<file path="src/rtl/alu_pkg.sv">
// Purpose: shared operation codes and types for the registered N-bit ALU.
// Latency: n/a (declarations only).
// Backpressure: n/a.
package alu_pkg;

    typedef logic [2:0] alu_op_t;

    localparam alu_op_t ALU_AND  = 3'b000;
    localparam alu_op_t ALU_OR   = 3'b001;
    localparam alu_op_t ALU_ADD  = 3'b010;
    localparam alu_op_t ALU_XOR  = 3'b011;
    localparam alu_op_t ALU_ANDN = 3'b100;
    localparam alu_op_t ALU_ORN  = 3'b101;
    localparam alu_op_t ALU_SUB  = 3'b110;
    localparam alu_op_t ALU_SLT  = 3'b111;

endpackage

</file>
<file path="src/rtl/alu_if.sv">
// Purpose: operand/control inputs and registered result/flag outputs of the ALU.
// Latency: n/a (wiring only).
// Backpressure: none; the ALU accepts a new operation every cycle.
// Ports: SrcA, SrcB, ALUControl (master -> ALU); ALUResult, Zero, Overflow, CarryOut (ALU -> master).
interface alu_if #(
    parameter int N_bit = 32
);
    import alu_pkg::*;

    logic [N_bit-1:0] SrcA;
    logic [N_bit-1:0] SrcB;
    alu_op_t          ALUControl;
    logic [N_bit-1:0] ALUResult;
    logic             Zero;
    logic             Overflow;
    logic             CarryOut;

    modport master (
        output SrcA, SrcB, ALUControl,
        input  ALUResult, Zero, Overflow, CarryOut
    );

    modport slave (
        input  SrcA, SrcB, ALUControl,
        output ALUResult, Zero, Overflow, CarryOut
    );

endinterface

</file>
<file path="src/rtl/alu_addsub.sv">
// Purpose: shared N-bit adder/subtractor (a + b, or a + ~b + 1 when sub is set).
// Latency: combinational.
// Backpressure: none.
// Ports: a, b operands; sub selects subtraction; sum, cout (bit-N carry), ovf (signed overflow).
module alu_addsub #(
    parameter int N_bit = 32
) (
    input  logic [N_bit-1:0] a,
    input  logic [N_bit-1:0] b,
    input  logic             sub,
    output logic [N_bit-1:0] sum,
    output logic             cout,
    output logic             ovf
);

    logic [N_bit-1:0] b_eff;
    logic [N_bit:0]   full;

    assign b_eff       = sub ? ~b : b;
    assign full        = {1'b0, a} + {1'b0, b_eff} + {{N_bit{1'b0}}, sub};
    assign sum         = full[N_bit-1:0];
    assign cout        = full[N_bit];
    // Comparing against the effective B operand covers both cases:
    // same-sign add, and different-sign subtract whose result flips away from A.
    assign ovf         = (a[N_bit-1] == b_eff[N_bit-1]) && (sum[N_bit-1] != a[N_bit-1]);

endmodule

</file>
<file path="src/rtl/alu.sv">
// Purpose: N-bit ALU with eight operations, registered result and Zero/Overflow/CarryOut flags.
// Latency: 1 cycle (inputs sampled on rising clk, outputs valid after that edge).
// Backpressure: none; one operation per cycle, outputs hold until the next edge.
// Ports: clk, reset (async active-high, forces ALUResult=0, Zero=1, flags=0); bus (alu_if slave).
module alu
    import alu_pkg::*;
#(
    parameter int N_bit = 32
) (
    input  logic clk,
    input  logic reset,
    alu_if.slave bus
);

    alu_op_t          op;
    logic [N_bit-1:0] sum;
    logic             cout;
    logic             ovf;
    logic             sub;
    logic             arith;
    logic [N_bit-1:0] result_d;
    logic             zero_d;
    logic             ovf_d;
    logic             cout_d;

    assign op = bus.ALUControl;

    // SLT rides on the subtractor, so it needs the inverted B and carry-in of 1 too.
    assign sub   = (op == ALU_SUB) || (op == ALU_SLT);
    assign arith = (op == ALU_ADD) || (op == ALU_SUB);

    alu_addsub #(.N_bit(N_bit)) u_addsub (
        .a    (bus.SrcA),
        .b    (bus.SrcB),
        .sub  (sub),
        .sum  (sum),
        .cout (cout),
        .ovf  (ovf)
    );

    always_comb begin
        result_d = '0;
        case (op)
            ALU_AND:  result_d = bus.SrcA & bus.SrcB;
            ALU_OR:   result_d = bus.SrcA | bus.SrcB;
            ALU_ADD:  result_d = sum;
            ALU_XOR:  result_d = bus.SrcA ^ bus.SrcB;
            ALU_ANDN: result_d = bus.SrcA & ~bus.SrcB;
            ALU_ORN:  result_d = bus.SrcA | ~bus.SrcB;
            ALU_SUB:  result_d = sum;
            // Sign of the difference corrected by overflow gives a signed compare
            // that holds across the full two's complement range.
            ALU_SLT:  result_d = {{(N_bit-1){1'b0}}, sum[N_bit-1] ^ ovf};
        endcase
    end

    assign zero_d = (result_d == '0);
    assign ovf_d  = arith & ovf;
    assign cout_d = arith & cout;

    always_ff @(posedge clk or posedge reset) begin
        if (reset) begin
            bus.ALUResult <= '0;
            bus.Zero      <= 1'b1;
            bus.Overflow  <= 1'b0;
            bus.CarryOut  <= 1'b0;
        end else begin
            bus.ALUResult <= result_d;
            bus.Zero      <= zero_d;
            bus.Overflow  <= ovf_d;
            bus.CarryOut  <= cout_d;
        end
    end

endmodule

</file>
<file path="src/flat_wrapper.sv">
// flat-port wrapper written by rule: the top's interface ports become plain ports
module alu_flat import alu_pkg::*;
#(
    parameter int N_bit = 32
)
  (clk, reset, bus_SrcA, bus_SrcB, bus_ALUControl, bus_ALUResult, bus_Zero, bus_Overflow, bus_CarryOut);
  alu_if #(.N_bit(N_bit)) bus_i ();
  input  logic clk;
  input  logic reset;
  input wire logic [$bits(bus_i.SrcA)-1:0] bus_SrcA;
  input wire logic [$bits(bus_i.SrcB)-1:0] bus_SrcB;
  input wire logic [$bits(bus_i.ALUControl)-1:0] bus_ALUControl;
  output wire logic [$bits(bus_i.ALUResult)-1:0] bus_ALUResult;
  output wire logic [$bits(bus_i.Zero)-1:0] bus_Zero;
  output wire logic [$bits(bus_i.Overflow)-1:0] bus_Overflow;
  output wire logic [$bits(bus_i.CarryOut)-1:0] bus_CarryOut;
  assign bus_i.SrcA = bus_SrcA;
  assign bus_i.SrcB = bus_SrcB;
  assign bus_i.ALUControl = bus_ALUControl;
  assign bus_ALUResult = bus_i.ALUResult;
  assign bus_Zero = bus_i.Zero;
  assign bus_Overflow = bus_i.Overflow;
  assign bus_CarryOut = bus_i.CarryOut;
  alu #(.N_bit(N_bit)) u_core (.clk(clk), .reset(reset), .bus(bus_i));
endmodule
</file>
<file path="config.mk">
export PLATFORM = sky130hd
export DESIGN_NAME = alu_flat
export DESIGN_NICKNAME = d
export VERILOG_FILES = /design/src/rtl/alu_pkg.sv /design/src/rtl/alu_if.sv /design/src/rtl/alu_addsub.sv /design/src/rtl/alu.sv /design/src/flat_wrapper.sv
export SDC_FILE = /design/constraint.sdc
export NUM_CORES = 1
export LEC_CHECK = 0
export ABC_AREA = 1
export BUFFER_PORTS_ARGS = -buffer_cell sky130_fd_sc_hd__buf_2
export CAP_MARGIN = 20
export CELL_PAD_IN_SITES_DETAIL_PLACEMENT = 1
export CELL_PAD_IN_SITES_GLOBAL_PLACEMENT = 1
export CORE_ASPECT_RATIO = 1.1
export CORE_MARGIN = 3
export CORE_UTILIZATION = 36
export DETAILED_ROUTE_END_ITERATION = 6
export GPL_ROUTABILITY_DRIVEN = 0
export GPL_TIMING_DRIVEN = 0
export PLACE_DENSITY_LB_ADDON = 0.25
export SLEW_MARGIN = 0
export SYNTH_ARGS = -nofsm -noshare
export SYNTH_HDL_FRONTEND = slang
export SYNTH_SLANG_ARGS = --single-unit
</file>
<file path="constraint.sdc">
create_clock -name clk -period 1.1 [get_ports clk]
set_clock_uncertainty 0.05 [all_clocks]
set_input_delay 0.22 -clock clk [delete_from_list [all_inputs] [get_ports clk]]
set_output_delay 0.22 -clock clk [all_outputs]
set_load 0.005 [all_outputs]
</file>
## After elaboration in Yosys (flattened, before gate mapping)

Cells that the tools add are included.

| operators by class | value |
|---|---|
| $add $sub $neg | 2 |
| $mul | 0 |
| divide/modulo/power cells | 0 |
| magnitude comparators | 0 |
| eq/ne operators | 9 |
| shift operators | 0 |
| mux-type cells | 2 |
| bitwise operators | 9 |
| reductions and logical operators | 6 |

Operator list:

| kind | number |
|---|---|
| $pmux 32 s7 | 1 |
| $and 32x32->32 | 2 |
| $or 32x32->32 | 2 |
| $add 32x32->33 | 1 |
| $add 33x1->33 | 1 |
| $logic_not 32->1 | 1 |
| $mux 32 | 1 |
| $not 32->32 | 1 |
| $xor 32x32->32 | 1 |
| $eq 3x3->1 const B | 4 |
| $eq 3x2->1 const B | 2 |
| $eq 3x1->1 const B | 1 |
| $logic_not 3->1 | 1 |
| $and 1x1->1 | 2 |
| $logic_or 1x1->1 | 2 |
| $reduce_or 2->1 | 1 |
| $eq 1x1->1 | 1 |
| $logic_and 1x1->1 | 1 |
| $ne 1x1->1 | 1 |
| $xor 1x1->1 | 1 |

| storage, ports and cells | value |
|---|---|
| register bits | 35 |
| bits in latches | 0 |
| bits in writable memories | 0 |
| memory bits (read-only) | 0 |
| input port bits | 69 |
| logic and storage cells | 32 |
| memories | 0 |

## Depth between registers and ports, before layout

| depth | value |
|---|---|
| depth in word-level cells | 10 |
| gate-level depth with buffers | 25 |

## Cells and area by module

From an unflattened synthesis, not the netlist that was laid out.

| second synthesis, totals | value |
|---|---|
| cells, all modules | 979 |
| area, all modules | 5551.6 µm² |

By module, submodules not included:

| module | times used | cells each | area each (µm²) |
|---|---|---|---|
| alu | 1 | 560 | 3205.6 |
| alu_addsub | 1 | 419 | 2346.0 |

## Least setup slack after synthesis

Ideal clock, no wire load.

| timing | value |
|---|---|
| path type | input to register |
| start | input port bus_ALUControl[1] |
| end | register u_core.bus.Zero |
| setup time | 67 ps |
| arrival | 2482 ps |
| required time | 983 ps |
| path slack | -1499 ps |
| stages | 21 |
| path buffers | 3 |
| cell sequence | buf_6 -> clkbuf_1 -> clkbuf_1 -> nand2_1 -> o21ai_0 -> ha_1 -> nand2_1 -> inv_1 -> nand2_1 -> nand2_1 -> a21oi_1 -> nor2_1 -> nor2_1 -> nand3_1 -> nand3_1 -> nand2_1 -> nand2_1 -> nand2_1 -> nor2_1 -> nand3_1 -> nor2_1 |

| on the way | value |
|---|---|
| word-level cells in the longest chain between the ends | 10 |
| elaborated cells on any way between the ends | 19 |
| those cells by class | 2 x add/sub; 9 x eq/ne; 2 x mux; 1 x bitwise; 5 x reduce/logical |

Ends and longest elaborated chain:

| item | RTL line | text |
|---|---|---|
| start: declaration | flat_wrapper.sv:12 | `input wire logic [$bits(bus_i.ALUControl)-1:0] bus_ALUControl;` |
| $eq 3x3->1 | alu.sv:29, alu.sv:43 |  |
| $logic_or 1x1->1 | alu.sv:29 | `assign sub = (op == ALU_SUB) \|\| (op == ALU_SLT);` |
| $mux 32 | alu_addsub.sv:19 | `assign b_eff = sub ? ~b : b;` |
| $add 32x32->33 | alu_addsub.sv:20 | `assign full = {1'b0, a} + {1'b0, b_eff} + {{N_bit{1'b0}}, sub};` |
| $add 33x1->33 | alu_addsub.sv:20 |  |
| $ne 1x1->1 | alu_addsub.sv:25 | `assign ovf = (a[N_bit-1] == b_eff[N_bit-1]) && (sum[N_bit-1] != a[N_bit-1]);` |
| $logic_and 1x1->1 | alu_addsub.sv:25 |  |
| $xor 1x1->1 | alu.sv:53 | `ALU_SLT: result_d = {{(N_bit-1){1'b0}}, sum[N_bit-1] ^ ovf};` |
| $pmux 32 s7 * | alu.sv:43 | `case (op)` |
| $logic_not 32->1 * | alu.sv:57 | `assign zero_d = (result_d == '0);` |
| via u_core.zero_d | alu.sv:22 | `logic zero_d;` |
| end signal: assignment | alu.sv:69 | `bus.Zero <= zero_d;` |
| end: declaration | alu_if.sv:25 | `output ALUResult, Zero, Overflow, CarryOut` |

The timed path passes the listed nets; every way through them passes the cells marked *.

## Worst setup path after layout

| timing | value |
|---|---|
| start | input port bus_ALUControl[2] |
| end | register u_core.bus.Zero |

| on the way | value |
|---|---|
| elaborated cells on any way between the ends | 19 |
| those cells by class | 2 x add/sub; 9 x eq/ne; 2 x mux; 1 x bitwise; 5 x reduce/logical |

RTL lines:

| item | RTL line | text |
|---|---|---|
| $eq 3x3->1 | alu.sv:29, alu.sv:43 |  |
| $logic_or 1x1->1 | alu.sv:29 |  |
| $mux 32 | alu_addsub.sv:19 |  |
| $add 32x32->33 | alu_addsub.sv:20 |  |
| $add 33x1->33 | alu_addsub.sv:20 |  |
| $pmux 32 s7 * | alu.sv:43 |  |
| via u_core.result_d[21] | alu.sv:21 | `logic [N_bit-1:0] result_d;` |
| $logic_not 32->1 * | alu.sv:57 |  |
| via u_core.zero_d | alu.sv:22 |  |

Marks and branches as above.

==> results.py <==
metrics = {
    "outcome": {
        "outcome": "finished with violations",
        "violations": "hold timing, setup timing",
    },
    "final_layout": {
        "final-instance-count-excl-fill": 1394,
        "diodes": 0,
        "area_growth_syn_to_layout_pct": 64.2,
        "finalNetCount": 1297,
        "layout-drive-gt1-share": 0.494,
        "final_area_um2": 9580,
    },
    "route": {
        "wl_per_cell_um": 29.2,
        "viasPerCell": 6.54,
        "drcViolationCount": 0,
        "drtPass1Iterations": 7,
        "wl_mm": 40.7,
        "drt_iter0_markers": 999,
        "drt.antenna.violating_nets": 0,
        "via_count": 9112,
    },
    "setup_path": {
        "crit_arrival_ns": 3.27,
        "start_kind": "input port",
        "crit_path_end_kind": "register",
        "cp_data_required_time_ns": 1.28,
        "crit_fanout": 5,
        "critPathKind": "in2reg",
    },
    "logic_synthesis": {
        "syn_area_per_cell_um2": 5.77,
        "synthArstFlopShare": 1.00,
        "synth_top_cell_by_area": "nand2_1",
        "yosysWarnings": 0,
        "synthesis.nets": 1115,
        "synth_seq_area_share": 0.150,
        "synth_cells": 1011,
        "syn-cell-area_um2": 5830,
        "synth.distinct_cells": 49,
        "yosysTopAreaCellShare": 0.217,
        "synth_top_flop_cell": "dfrtp_1",
        "ys_top_cells_by_area": "nand2_1 (22%), dfrtp_1 (15%), inv_1 (9.2%), ha_1 (7.3%), nand3_1 (6.8%)",
        "synth_edf_count": 0,
        "synth-seq-cells": 35,
    },
    "die": {
        "row_count": 48,
        "fp.dieH_um": 140,
        "dieArea_um2": 17800,
        "die_w_um": 127,
        "coreArea_um2": 15800,
        "ios": 104,
        "start_util": 0.369,
    },
    "clock_network": {
        "cts_made_buffers": 5,
        "clk_pin_slew_worst_paths_ns": 0.07,
        "h-tree-depth": 2,
        "cts_tree": "built",
        "cts_root_buf": "clkbuf_16",
        "clock_sinks": 35,
        "ctsLongestPathBuffers": 2,
    },
    "place": {
        "place_area_um2": 6880,
        "dp_hpwl_mm": 20.6,
        "numPlacedInstances": 1313,
        "portBuffers": 101,
        "post-place-ws_ns": -2.34,
    },
    "sta": {
        "relSlewSlack": 0.298,
        "timing.final.crit_share": 2.81,
        "fmax_mhz": 323,
        "period_needed_ns": 3.10,
        "hold_viol_final": 10,
        "setup-violations-final": 36,
        "worstMarginPinSlew_ns": 1.05,
        "timing.final.ws_setup_ns": -2.00,
        "setup_tns_ns": -44.34,
        "slew_violations": 0,
        "fin_hold_ws_ns": -0.0987,
        "rsz0062_at_grt": "true",
    },
    "global_routing": {
        "grt_use_total": 0.340,
        "grt_pass1_wl_mm": 46.9,
        "grt_max_degree": 26,
        "grt_pass1_vias": 8409,
        "antenna_found_initial": 0,
        "overflow": 0,
    },
    "power_and_ir_drop": {
        "power_w": 0.00983,
        "p_per_area_nw_per_um2": 1030,
        "p_leak_nw": 4.59,
        "peakVddDrop_mv": 0.780,
    },
    "flow_run": {
        "drv_cap": 0,
    },
    "hold_path": {
        "hold_class": "in2async",
    },
}
## critical path, cell delays in order
cell	delay, ns
buf_16	0.14
buf_16	0.17
xor2_2	0.18
nand2_1	0.14
o21ai_2	0.10
ha_4	0.32
nand2_2	0.08
nor2_2	0.21
nand2_1	0.17
nor2_1	0.20
nand2_1	0.13
nand3_1	0.10
nand2_1	0.09
nand3_2	0.11
nand3_2	0.13
nor2_1	0.17
nand2_2	0.12
nor2_1	0.15
nand3_1	0.19
nor2_2	0.13
## cell usage after synthesis (all sizes together), types with 17 or more instances
cell   count
nand3     83
or2       20
xnor2     17
nand4     27
nand2    351
o21ai     67
ha        34
xor2      33
nor2      69
inv      155
dfrtp     34
a21oi     36
## flip-flops by register name, indices dropped and copies added (netlist names)
signal and flops:
u_core.bus.Overflow 1, u_core.bus.CarryOut 1, u_core.bus.ALUResult 32, u_core.bus.Zero 1
## logic make-up after synthesis
| kind of cell | share of synthesized area |
|---|---|
| AO/OA/AOI/OAI | 0.126 |
| buffers and inverters | 0.126 |
| AND/OR/NAND/NOR | 0.446 |
| XOR/XNOR | 0.0751 |
| flip-flops | 0.150 |
| adder cells (fa/ha/maj) | 0.0764 |
## layout by cell type, fill, tap and decap left out, drive strengths merged, types with 33 or more instances in the layout
| cell type | instances |
|---|---|
| buf | 184 |
| nand3 | 83 |
| inv | 155 |
| dfrtp | 34 |
| nand2 | 351 |
| o21ai | 67 |
| ha | 34 |
| a21oi | 36 |
| nor2 | 69 |
| xor2 | 33 |
## power by group
part	switching [W]	leakage, nW	total [W]	internal, W
combinational	0.00423	4.09	0.00670	0.00247
sequential	0.0000567	0.427	0.00152	0.00146
clock	0.000638	0.0772	0.00161	0.000968
total	0.00492	4.59	0.00983	0.00490
## how the worst max path moves through the flow
stage / startpoint / endpoint / slack (ns)
final: bus_ALUControl[2] / u_core.bus.Zero$_DFF_PP1_ / -2.00
after global routing: bus_ALUControl[2] / u_core.bus.Zero$_DFF_PP1_ / -2.07
after CTS: bus_ALUControl[2] / u_core.bus.Zero$_DFF_PP1_ / -1.49
after detailed placement: bus_ALUControl[1] / u_core.bus.Zero$_DFF_PP1_ / -2.34
after global placement: bus_ALUControl[1] / u_core.bus.Zero$_DFF_PP1_ / -2.31
after floorplan: bus_ALUControl[2] / u_core.bus.Zero$_DFF_PP1_ / -1.29
## per-stage QoR
| stage | utilization | hold slack (ns) |
|---|---|---|
| finish | 0.606 | -0.0987 |
| global placement | 0.434 | 0.476 |
| floorplan | - | 0.313 |
| global route | 0.606 | -0.0503 |
| CTS | 0.549 | -0.0785 |
| detailed placement | 0.436 | 0.224 |
## routing by layer
metal,part of all wire,vias up,GRT usage
met3,0.10,347,0.0399
met4,0.097,0,0.184
li1,-,3577,-
met2,0.45,825,0.568
met5,0,-,0
met1,0.35,4363,0.425
## timing repair
action / CTS / global route
pin swaps: 128 / 92
gates resized for setup: 290 / 164
buffers inserted: 47 / 23
setup endpoints to repair: 36 / 36
endpoints found under the hold margin: 10 / 10
cloned: 5 / 0
## area by class of cell
class / count / area [um2]
inverter: 158 / 603
timing repair buffer: 175 / 1240
multi-input combinational: 794 / 6170
fill: 1958 / 6220
clock buffer: 8 / 156
tap: 200 / 250
sequential: 35 / 877
buffer: 24 / 288
(Power assumes the default switching activity.)
